--- src/rtl/mux4x1_seq_if.sv ---
// Channel-word handshake bundle for mux4x1_seq: parallel word in, serial bit out.
interface mux4x1_seq_if;
   logic [3:0] in;
   logic [3:0] en;
   logic       in_valid;
   logic       in_ready;
   logic [1:0] s;
   logic       y;
   logic       y_valid;
   logic       y_ready;
   logic       y_last;
   logic       busy;

   // Producer / consumer side (drives the word, accepts the serial stream)
   modport master (
      output in, en, in_valid, y_ready,
      input  in_ready, s, y, y_valid, y_last, busy
   );

   // Block side
   modport slave (
      input  in, en, in_valid, y_ready,
      output in_ready, s, y, y_valid, y_last, busy
   );
endinterface

--- src/rtl/mux4x1_seq.sv ---
// Sequential 4:1 mux: latches a 4-bit word plus enable mask, then emits the
// enabled channels one per transfer in ascending index order.
module mux4x1_seq #(
   parameter int unsigned USE_MASK = 1
) (
   input logic         clk,
   input logic         rst_n,
   mux4x1_seq_if.slave bus
);

   localparam logic [0:0] ST_IDLE = 1'b0;
   localparam logic [0:0] ST_SCAN = 1'b1;

   logic [0:0] state_q, state_d;
   logic [1:0] s_q, s_d;
   logic [3:0] data_q, data_d;
   logic [3:0] mask_q, mask_d;

   logic [3:0] eff_mask_s;
   logic [3:0] rest_mask_s;
   logic       scan_s;
   logic       last_s;

   // Index of the lowest set bit; 0 when the mask is empty.
   function automatic logic [1:0] lowest_set(input logic [3:0] m);
      logic [1:0] idx;
      idx = 2'd0;
      for (int i = 3; i >= 0; i--) begin
         if (m[i]) begin
            idx = 2'(i);
         end else begin
            idx = idx;
         end
      end
      return idx;
   endfunction

   // Mask of channel positions strictly above idx.
   function automatic logic [3:0] above_mask(input logic [1:0] idx);
      logic [3:0] m;
      case (idx)
         2'd0:    m = 4'b1110;
         2'd1:    m = 4'b1100;
         2'd2:    m = 4'b1000;
         default: m = 4'b0000;
      endcase
      return m;
   endfunction

   assign eff_mask_s  = (USE_MASK != 0) ? bus.en : 4'b1111;
   assign rest_mask_s = mask_q & above_mask(s_q);
   assign scan_s      = (state_q == ST_SCAN);
   assign last_s      = (rest_mask_s == 4'b0000);

   // Outputs are pure decodes of registered state.
   assign bus.in_ready = ~scan_s;
   assign bus.y_valid  = scan_s;
   assign bus.busy     = scan_s;
   assign bus.y_last   = scan_s & last_s;
   assign bus.s        = s_q;
   assign bus.y        = data_q[s_q];

   // Next-state: accept a word in IDLE, step through enabled channels in SCAN.
   always_comb begin
      state_d = state_q;
      s_d     = s_q;
      data_d  = data_q;
      mask_d  = mask_q;
      case (state_q)
         ST_IDLE: begin
            if (bus.in_valid) begin
               data_d = bus.in;
               mask_d = eff_mask_s;
               if (eff_mask_s != 4'b0000) begin
                  state_d = ST_SCAN;
                  s_d     = lowest_set(eff_mask_s);
               end else begin
                  // empty mask: word is dropped, stay idle
                  state_d = ST_IDLE;
               end
            end else begin
               state_d = ST_IDLE;
            end
         end
         ST_SCAN: begin
            if (bus.y_ready) begin
               if (last_s) begin
                  state_d = ST_IDLE;
               end else begin
                  s_d = lowest_set(rest_mask_s);
               end
            end else begin
               // stall: everything holds
               state_d = ST_SCAN;
            end
         end
         default: begin
            state_d = ST_IDLE;
         end
      endcase
   end

   // State registers with synchronous active-low reset.
   always_ff @(posedge clk) begin
      if (!rst_n) begin
         state_q <= ST_IDLE;
         s_q     <= 2'd0;
         data_q  <= 4'b0000;
         mask_q  <= 4'b0000;
      end else begin
         state_q <= state_d;
         s_q     <= s_d;
         data_q  <= data_d;
         mask_q  <= mask_d;
      end
   end

endmodule

--- src/flat_wrapper.sv ---
// flat-port wrapper written by rule: the top's interface ports become plain ports
module mux4x1_seq_flat 
#(
   parameter int unsigned USE_MASK = 1
)
  (clk, rst_n, bus_in, bus_en, bus_in_valid, bus_y_ready, bus_in_ready, bus_s, bus_y, bus_y_valid, bus_y_last, bus_busy);
  mux4x1_seq_if bus_i ();
  input logic clk;
  input logic rst_n;
  input wire logic [$bits(bus_i.in)-1:0] bus_in;
  input wire logic [$bits(bus_i.en)-1:0] bus_en;
  input wire logic [$bits(bus_i.in_valid)-1:0] bus_in_valid;
  input wire logic [$bits(bus_i.y_ready)-1:0] bus_y_ready;
  output wire logic [$bits(bus_i.in_ready)-1:0] bus_in_ready;
  output wire logic [$bits(bus_i.s)-1:0] bus_s;
  output wire logic [$bits(bus_i.y)-1:0] bus_y;
  output wire logic [$bits(bus_i.y_valid)-1:0] bus_y_valid;
  output wire logic [$bits(bus_i.y_last)-1:0] bus_y_last;
  output wire logic [$bits(bus_i.busy)-1:0] bus_busy;
  assign bus_i.in = bus_in;
  assign bus_i.en = bus_en;
  assign bus_i.in_valid = bus_in_valid;
  assign bus_i.y_ready = bus_y_ready;
  assign bus_in_ready = bus_i.in_ready;
  assign bus_s = bus_i.s;
  assign bus_y = bus_i.y;
  assign bus_y_valid = bus_i.y_valid;
  assign bus_y_last = bus_i.y_last;
  assign bus_busy = bus_i.busy;
  mux4x1_seq #(.USE_MASK(USE_MASK)) u_core (.clk(clk), .rst_n(rst_n), .bus(bus_i));
endmodule
--- config.mk ---
export PLATFORM = sky130hd
export DESIGN_NAME = mux4x1_seq_flat
export DESIGN_NICKNAME = d
export VERILOG_FILES = /design/src/rtl/mux4x1_seq_if.sv /design/src/rtl/mux4x1_seq.sv /design/src/flat_wrapper.sv
export SDC_FILE = /design/constraint.sdc
export NUM_CORES = 1
export LEC_CHECK = 0
export ABC_AREA = 0
export BUFFER_PORTS_ARGS = -buffer_cell sky130_fd_sc_hd__buf_2
export CAP_MARGIN = 10
export CORE_UTILIZATION = 40
export DETAILED_ROUTE_END_ITERATION = 6
export PLACE_DENSITY = 0.63
export SLEW_MARGIN = 20
export SYNTH_ARGS = -nofsm -noshare
export SYNTH_HDL_FRONTEND = slang
export SYNTH_SLANG_ARGS = --single-unit
--- constraint.sdc ---
create_clock -name clk -period 3.17 [get_ports clk]
set_clock_uncertainty 0.1 [all_clocks]
set_input_delay 0.1585 -clock clk [delete_from_list [all_inputs] [get_ports clk]]
set_output_delay 0.1585 -clock clk [all_outputs]
set_load 0.01 [all_outputs]
==> results.yml, run 1 <==
outcome:
  status: "complete, no violations"
placed_design:
  io_buffers: 18
  dpl.hpwl_um: 894.5
  place_ws_ps: 1831
  finalWeightedCongestion: 0.9038
  place_area_um2: 643.1
drt:
  first_pass_iters: 4
  routedWlPerCell_um: 12.03
  routed_wl_um: 1167
  vias_per_cell: 5.072
  dr_total_vias: 492
  drtIter0Drc: 8
  ant_nets: 0
  drc_errors: 0
cts:
  cts_tree: "built"
  ctsHoldBuffers: 0
  clock-sinks: 10
  cts_root_buf: "clkbuf_4"
  clk_pin_slew_ps: 70
  clk-insertion-delay-late_ps: 270
  postCtsResizedCells: 0
  cts_setup_buffers: 0
  cts_made_buffers: 3
  cts.path.max_buffers: 2
  h-tree-depth: 1
timing:
  setup_violations: 0
  max_freq_mhz: 612.1
  finalSetupTns_ps: 0
  finalHoldViolCount: 0
  rsz0062_at_grt: "no"
  maxSlewViolCount: 0
  period_minus_slack_ps: 1634
  worst_slew_pin_slew_ps: 299.4
  finalWorstSetupSlack_ps: 1536
  hold_ws_ps: 37.77
  slew_headroom_pct: 79.89
  fin_crit_sh_pct: 51.54
floorplan:
  start_util_pct: 43.21
  dieHeight_um: 39.73
  die_area_um2: 1578
  die_w_um: 39.73
  ios: 19
  core_area_um2: 1318
  rows: 13
worst_hold_path:
  holdPathEnd: "u_core.data_q[3]"
  hold_class: "input pin to flop"
  whs_path_depth: 3
  hp-start: "bus_in[3]"
yosys:
  ys_seq_area_share_pct: 35.16
  syn_area_per_cell_um2: 8.895
  ys.flop_type: "dfxtp_1"
  syn_area_um2: 569.3
  synth-edff-count: 0
  syn_inst: 64
  synth_seq_cells: 10
  yosysWarnings: 0
  synth_fp_nets: 76
  async_reset_ff_share_pct: 0
  synth.distinct_cells: 24
setup_path:
  r2r_start: "u_core.bus.busy"
  r2r_cells: 4
  critPathMaxFanout: 6
  crit_path_end_kind: "output port"
  reg2reg_slack_ps: 1830
  worstPathArrival_ps: 1380
  startpoint_type: "flop"
  r2r_end: "u_core.bus.s[0]"
  critical_path_class: "flop to output port"
  required_ps: 2910
power_and_ir_drop:
  powerDensity_nw_per_um2: 483.5
  leakage_nw: 0.2979
  vdd_drop_max_uv: 275.0
finish:
  layout-drive-gt1-share_pct: 36.59
  area_growth_pct: 19.34
  fin_nets: 95
  utilization_pct: 51.57
  sequential_cell_area_um2: 200.2
  final_common_cell: "buf_2"
  fin_area_um2: 679.4
  nFillCells: 135
  multi_input_comb_area_um2: 322.8
  diodes: 0
  mostFrequentLayoutCells: "18 x buf_2, 17 x nand2_1, 10 x dfxtp_1"
grt:
  antenna_found_initial: 0
  grt_util_all_layers_pct: 18.16
  grt_pass1_vias: 394
  grt.overflow.total: 0
  grt_max_degree: 12
  grt_pass1_wl_um: 1759
flow_run:
  cap_viol_max_count: 0
## flip-flops by register name, summed over array words and instances (netlist names)
signal / cells
u_core.data_q: 4
u_core.bus.busy: 1
u_core.bus.s: 2
u_core.mask_q: 3
## final cells by class
class,count,area share (%)
multi-input combinational,47,47.51
sequential,10,29.47
timing repair buffer,18,13.26
clock buffer,4,5.341
tap,15,2.762
inverter,3,1.657
## worst max-delay path, stage by stage, from the launching register on
cell and delay [ps]:
dfxtp_1 440, mux4_2 520, buf_2 150
## Yosys cell counts (2+ instances only)
library cell,number,area share (%)
buf_6,2,4.0
o21a_1,2,2.6
a21boi_0,8,11
nor2_1,2,1.3
nand2_1,17,11
o21ai_0,3,2.6
dfxtp_1,10,35
nand2b_1,2,2.2
inv_1,3,2.0
## worst max path at each step
stage | slack, ps | start | to | cells past startpoint
floorplan | 1850 | u_core.bus.busy | u_core.bus.s[0] | 6
detailed placement | 1830 | u_core.bus.s[1] | bus_y | 2
CTS | 1520 | u_core.bus.s[1] | bus_y | 2
finish | 1540 | u_core.bus.s[1] | bus_y | 2
global route | 1460 | u_core.bus.s[1] | bus_y | 2
global placement | 1850 | u_core.bus.s[1] | bus_y | 2
## layer usage
layer	up-vias	track usage [%]	routed length, um
li1	251	-	-
met1	218	23.97	548
met2	19	25.82	533
met3	4	8.523	60
met4	0	5.172	25
met5	-	0	0
## where the power goes
part	leakage, nW	switching, mW	internal, mW
Sequential	0.0824	0.00953	0.135
Combinational	0.195	0.0359	0.0323
Clock	0.0210	0.0457	0.0698
## kinds of logic (layout without fill, tap and decap cells)
group	count (synthesis)	in the layout	share of synthesized area, %
buf+inv	7	25	8.131
simple gates	26	26	24.40
mux	1	1	3.956
compound gates	20	20	28.35
flops	10	10	35.16
## per-stage QoR
| stage | cells | power, mW |
|---|---|---|
| floorplan | 64 | 0.1949 |
| global placement | 93 | 0.2152 |
| detailed placement | 93 | 0.2160 |
| CTS | 97 | 0.3339 |
| global route | 97 | 0.3482 |
| finish | 97 | 0.3285 |
Note: power is estimated with default switching activity, not from simulation.
==> run 2: changes to the inputs <==
clock period = 1.52 ns   (was 3.17 ns; I/O delays follow)
==> run 2 against run 1 <==
- via count up 4.1%
- global-route usage down 1.6 points
- power grew 110%
- clock-buffer cell count is the same
- critical endpoint unchanged
- hold slack got worse by 26 ps
- clock power grew 110%
- first-iteration DRC count is 25% higher
- largest power group unchanged
- design area increased by 8.1%
- final cell count increased by 5.2%
- flip-flop and latch count unchanged
==> results.yml, run 2 (synthesized netlist as in run 1, its figures left out) <==
cts:
  clock-sinks: 10
  cts_setup_buffers: 0
  cts_tree: "built"
  cts_root_buf: "clkbuf_4"
  cts_made_buffers: 3
  cts.path.max_buffers: 2
  clk_pin_slew_ps: 70
  h-tree-depth: 1
  clk-insertion-delay-late_ps: 260
finish:
  mostFrequentLayoutCells: "18 x buf_2, 17 x nand2_1, 8 x a21boi_0, 8 x dfxtp_1, 5 x dlygate4sd3_1"
  area_growth_pct: 29.01
  diodes: 0
  regMostFlops: "u_core.data_q"
  final_cell_count_no_fill: 102
  largest_reg_flops: 4
  final_common_cell: "buf_2"
  layout-drive-gt1-share_pct: 36.78
  utilization_pct: 55.75
  fin_nets: 100
outcome:
  status: "complete, no violations"
floorplan:
  start_util_pct: 43.21
  ios: 19
  core_area_um2: 1318
  die_area_um2: 1578
  dieHeight_um: 39.73
  rows: 13
  die_w_um: 39.73
timing:
  max_freq_mhz: 687.3
  rsz0062_at_grt: "no"
  finalSetupTns_ps: 0
  maxSlewViolCount: 0
  fin_crit_sh_pct: 95.73
  setup_violations: 0
  worst_slew_pin_slew_ps: 315.0
  finalHoldViolCount: 0
  period_minus_slack_ps: 1455
  slew_headroom_pct: 78.84
setup_path:
  crit_path_end_kind: "output port"
  critical_path_class: "flop to output port"
  required_ps: 1340
  worstPathArrival_ps: 1280
  critPathMaxFanout: 6
  startpoint_type: "flop"
power_and_ir_drop:
  powerDensity_nw_per_um2: 941.2
  vdd_drop_max_uv: 579.0
  p_total_mw: 0.6912
  leakage_nw: 0.3198
drt:
  dr_total_vias: 512
  drc_errors: 0
  first_pass_iters: 5
  routedWlPerCell_um: 10.91
  vias_per_cell: 5.020
  ant_nets: 0
  drtIter0Drc: 10
  routed_wl_um: 1113
placed_design:
  io_buffers: 18
  dpl.hpwl_um: 835.8
  finalWeightedCongestion: 0.7995
  placed_cells: 93
grt:
  grt_pass1_vias: 402
  grt_pass1_wl_um: 1656
  grt_max_degree: 12
  grt.overflow.total: 0
  antenna_found_initial: 0
  grt_util_all_layers_pct: 16.53
worst_hold_path:
  hold_class: "input pin to flop"
flow_run:
  cap_viol_max_count: 0
run 2: report_power, final:
group | internal (mW) | switching (mW) | leakage, nW
logic | 0.0757 | 0.0737 | 0.215
clock network | 0.145 | 0.0931 | 0.0210
registers | 0.283 | 0.0203 | 0.0834
run 2: critical path: stages (launching register included):
cell and delay, ps:
dfxtp_4 380, mux4_2 480, buf_2 150
run 2: layout make-up:
type,instances,area (um2)
Inverter,3,11.26
Sequential cell,10,205.2
Timing Repair Buffer,23,140.1
Fill cell,133,583.1
Tap cell,15,18.77
Multi-Input combinational cell,47,322.8
Clock buffer,4,36.28
run 2: metrics by stage:
step                      instance area (um2)  hold slack [ps]  setup slack (ps)
after CTS                               730.7            9.599             31.93
final                                   734.5            11.69             64.92
after global routing                    734.5            13.59             4.590
after global placement                  643.1            226.7             215.7
after floorplan                         569.3            109.4             196.7
after detailed placement                643.1            235.0             188.5
run 2: worst paths after layout:
path,from,end,slack [ps],cells past startpoint
min reg2reg,u_core.data_q[3],u_core.data_q[3],370,2
min,bus_en[3],u_core.mask_q[3],10,3
max,u_core.bus.s[1],bus_y,60,2
max reg2reg,u_core.bus.busy,u_core.bus.s[0],190,4
run 2: what timing repair did:
action                                 CTS  global route
gates resized for setup                  1             2
hold buffers                             5             0
setup endpoints to repair                1             2
pin swaps                                0             0
endpoints found under the hold margin    5             0
run 2: layer usage:
metal  vias to the layer above  track usage [%]  wire, um
met3                         0            8.523        82
met2                        25            24.18       496
met1                       224            21.65       534
li1                        263                -         -
met5                         -                0         0
met4                         0            2.586         0
==> run 3: changes to the inputs <==
RECOVER_POWER = 100   (was not set)
==> run 3 against run 2 <==
- via count decreased by 0.59%
- final cell count unchanged
- largest cell class unchanged
- highest routed layer unchanged
- flip-flop and latch count unchanged
- power decreased by 0.51%
- sequential share of layout area increased by 0.29 points
- utilization decreased by 0.57 points
- sequential power about the same
==> results.yml, run 3 (synthesized netlist as in run 1, its figures left out) <==
outcome:
  status: "complete, no violations"
drt:
  vias_per_cell: 4.990
  routedWlPerCell_um: 11.13
  drtIter0Drc: 15
  dr_total_vias: 509
  routed_wl_um: 1135
  ant_nets: 0
  first_pass_iters: 4
  drc_errors: 0
setup_path:
  worstPathArrival_ps: 1500
  critical_path_class: "input pin to flop"
  crit_path_end_kind: "flop"
  startpoint_type: "input pin"
  critPathMaxFanout: 3
  required_ps: 1580
timing:
  slew_headroom_pct: 78.28
  setup_violations: 0
  max_freq_mhz: 693.3
  fin_crit_sh_pct: 94.90
  finalHoldViolCount: 0
  rsz0062_at_grt: "no"
  maxSlewViolCount: 0
  period_minus_slack_ps: 1442
  finalSetupTns_ps: 0
  worst_slew_pin_slew_ps: 323.3
cts:
  cts_root_buf: "clkbuf_4"
  cts.path.max_buffers: 2
  clk-insertion-delay-late_ps: 260
  cts_tree: "built"
  h-tree-depth: 1
  clock-sinks: 10
  clk_pin_slew_ps: 70
  cts_made_buffers: 3
finish:
  layout-drive-gt1-share_pct: 32.18
  mostFrequentLayoutCells: "17 x nand2_1, 14 x buf_2, 8 x a21boi_0, 8 x dfxtp_1, 5 x dlygate4sd3_1"
  area_growth_pct: 27.69
  fin_nets: 100
  diodes: 0
  utilization_pct: 55.18
  largest_reg_flops: 4
  regMostFlops: "u_core.data_q"
  final_common_cell: "nand2_1"
grt:
  antenna_found_initial: 0
  grt_util_all_layers_pct: 16.53
  grt.overflow.total: 0
  grt_pass1_wl_um: 1656
  grt_pass1_vias: 402
  grt_max_degree: 12
power_and_ir_drop:
  vdd_drop_max_uv: 575.5
  leakage_nw: 0.3136
  powerDensity_nw_per_um2: 946.0
floorplan:
  die_w_um: 39.73
  dieHeight_um: 39.73
  die_area_um2: 1578
  start_util_pct: 43.21
  ios: 19
  core_area_um2: 1318
  rows: 13
placed_design:
  finalWeightedCongestion: 0.7995
  dpl.hpwl_um: 835.8
  io_buffers: 18
flow_run:
  cap_viol_max_count: 0
worst_hold_path:
  hold_class: "input pin to flop"
[run 3: per-layer routing]
metal  vias up  GRT usage (%)  routed length (um)
met5         -              0                   0
met3         0          8.523                  73
met1       229          21.65                 556
met2        17          24.18                 505
met4         0          2.586                   0
li1        263              -                   -
[run 3: repair_timing]
action                                  CTS  global route
endpoints found under the hold margin     5             0
hold buffers                              5             0
endpoints found under the setup margin    1             2
buffers inserted                          0             0
pin swaps                                 0             0
gates resized for setup                   1             2
[run 3: area by class of cell]
type / instances / area (um2)
clock buffer: 4 / 36.28
inverter: 3 / 11.26
fill: 134 / 590.6
sequential: 10 / 205.2
multi-input combinational: 47 / 317.8
tap: 15 / 18.77
timing repair buffer: 23 / 137.6
[run 3: critical path, stage by stage]
cell,delay (ps)
dlygate4sd3_1,530
clkbuf_2,140
nor4_4,380
o21ai_4,90
o21a_1,110
o211a_1,190
[run 3: report_power, final]
| part | switching [mW] | total, mW | internal (mW) |
|---|---|---|---|
| combinational | 0.0735 | 0.146 | 0.0730 |
| sequential | 0.0203 | 0.303 | 0.283 |
| clock | 0.0925 | 0.238 | 0.145 |
| total | 0.186 | 0.688 | 0.501 |
[run 3: final timing paths]
kind	start	to	slack [ps]	depth (start not counted)
min reg2reg	u_core.data_q[3]	u_core.data_q[3]	370	2
min	bus_en[3]	u_core.mask_q[3]	10	3
max	bus_en[2]	u_core.bus.s[0]	80	6
max reg2reg	u_core.bus.busy	u_core.bus.s[0]	170	4
[run 3: per-stage QoR]
step	setup slack, ps	instance area, um2	hold WS [ps]	std cells	power (mW)
floorplan	196.7	569.3	109.4	64	0.4064
detailed placement	188.5	643.1	235.0	93	0.4492
finish	77.60	726.9	11.69	102	0.6877
global placement	215.7	643.1	226.7	93	0.4472
global route	4.594	726.9	13.59	102	0.7345
CTS	31.93	730.7	9.599	102	0.6972
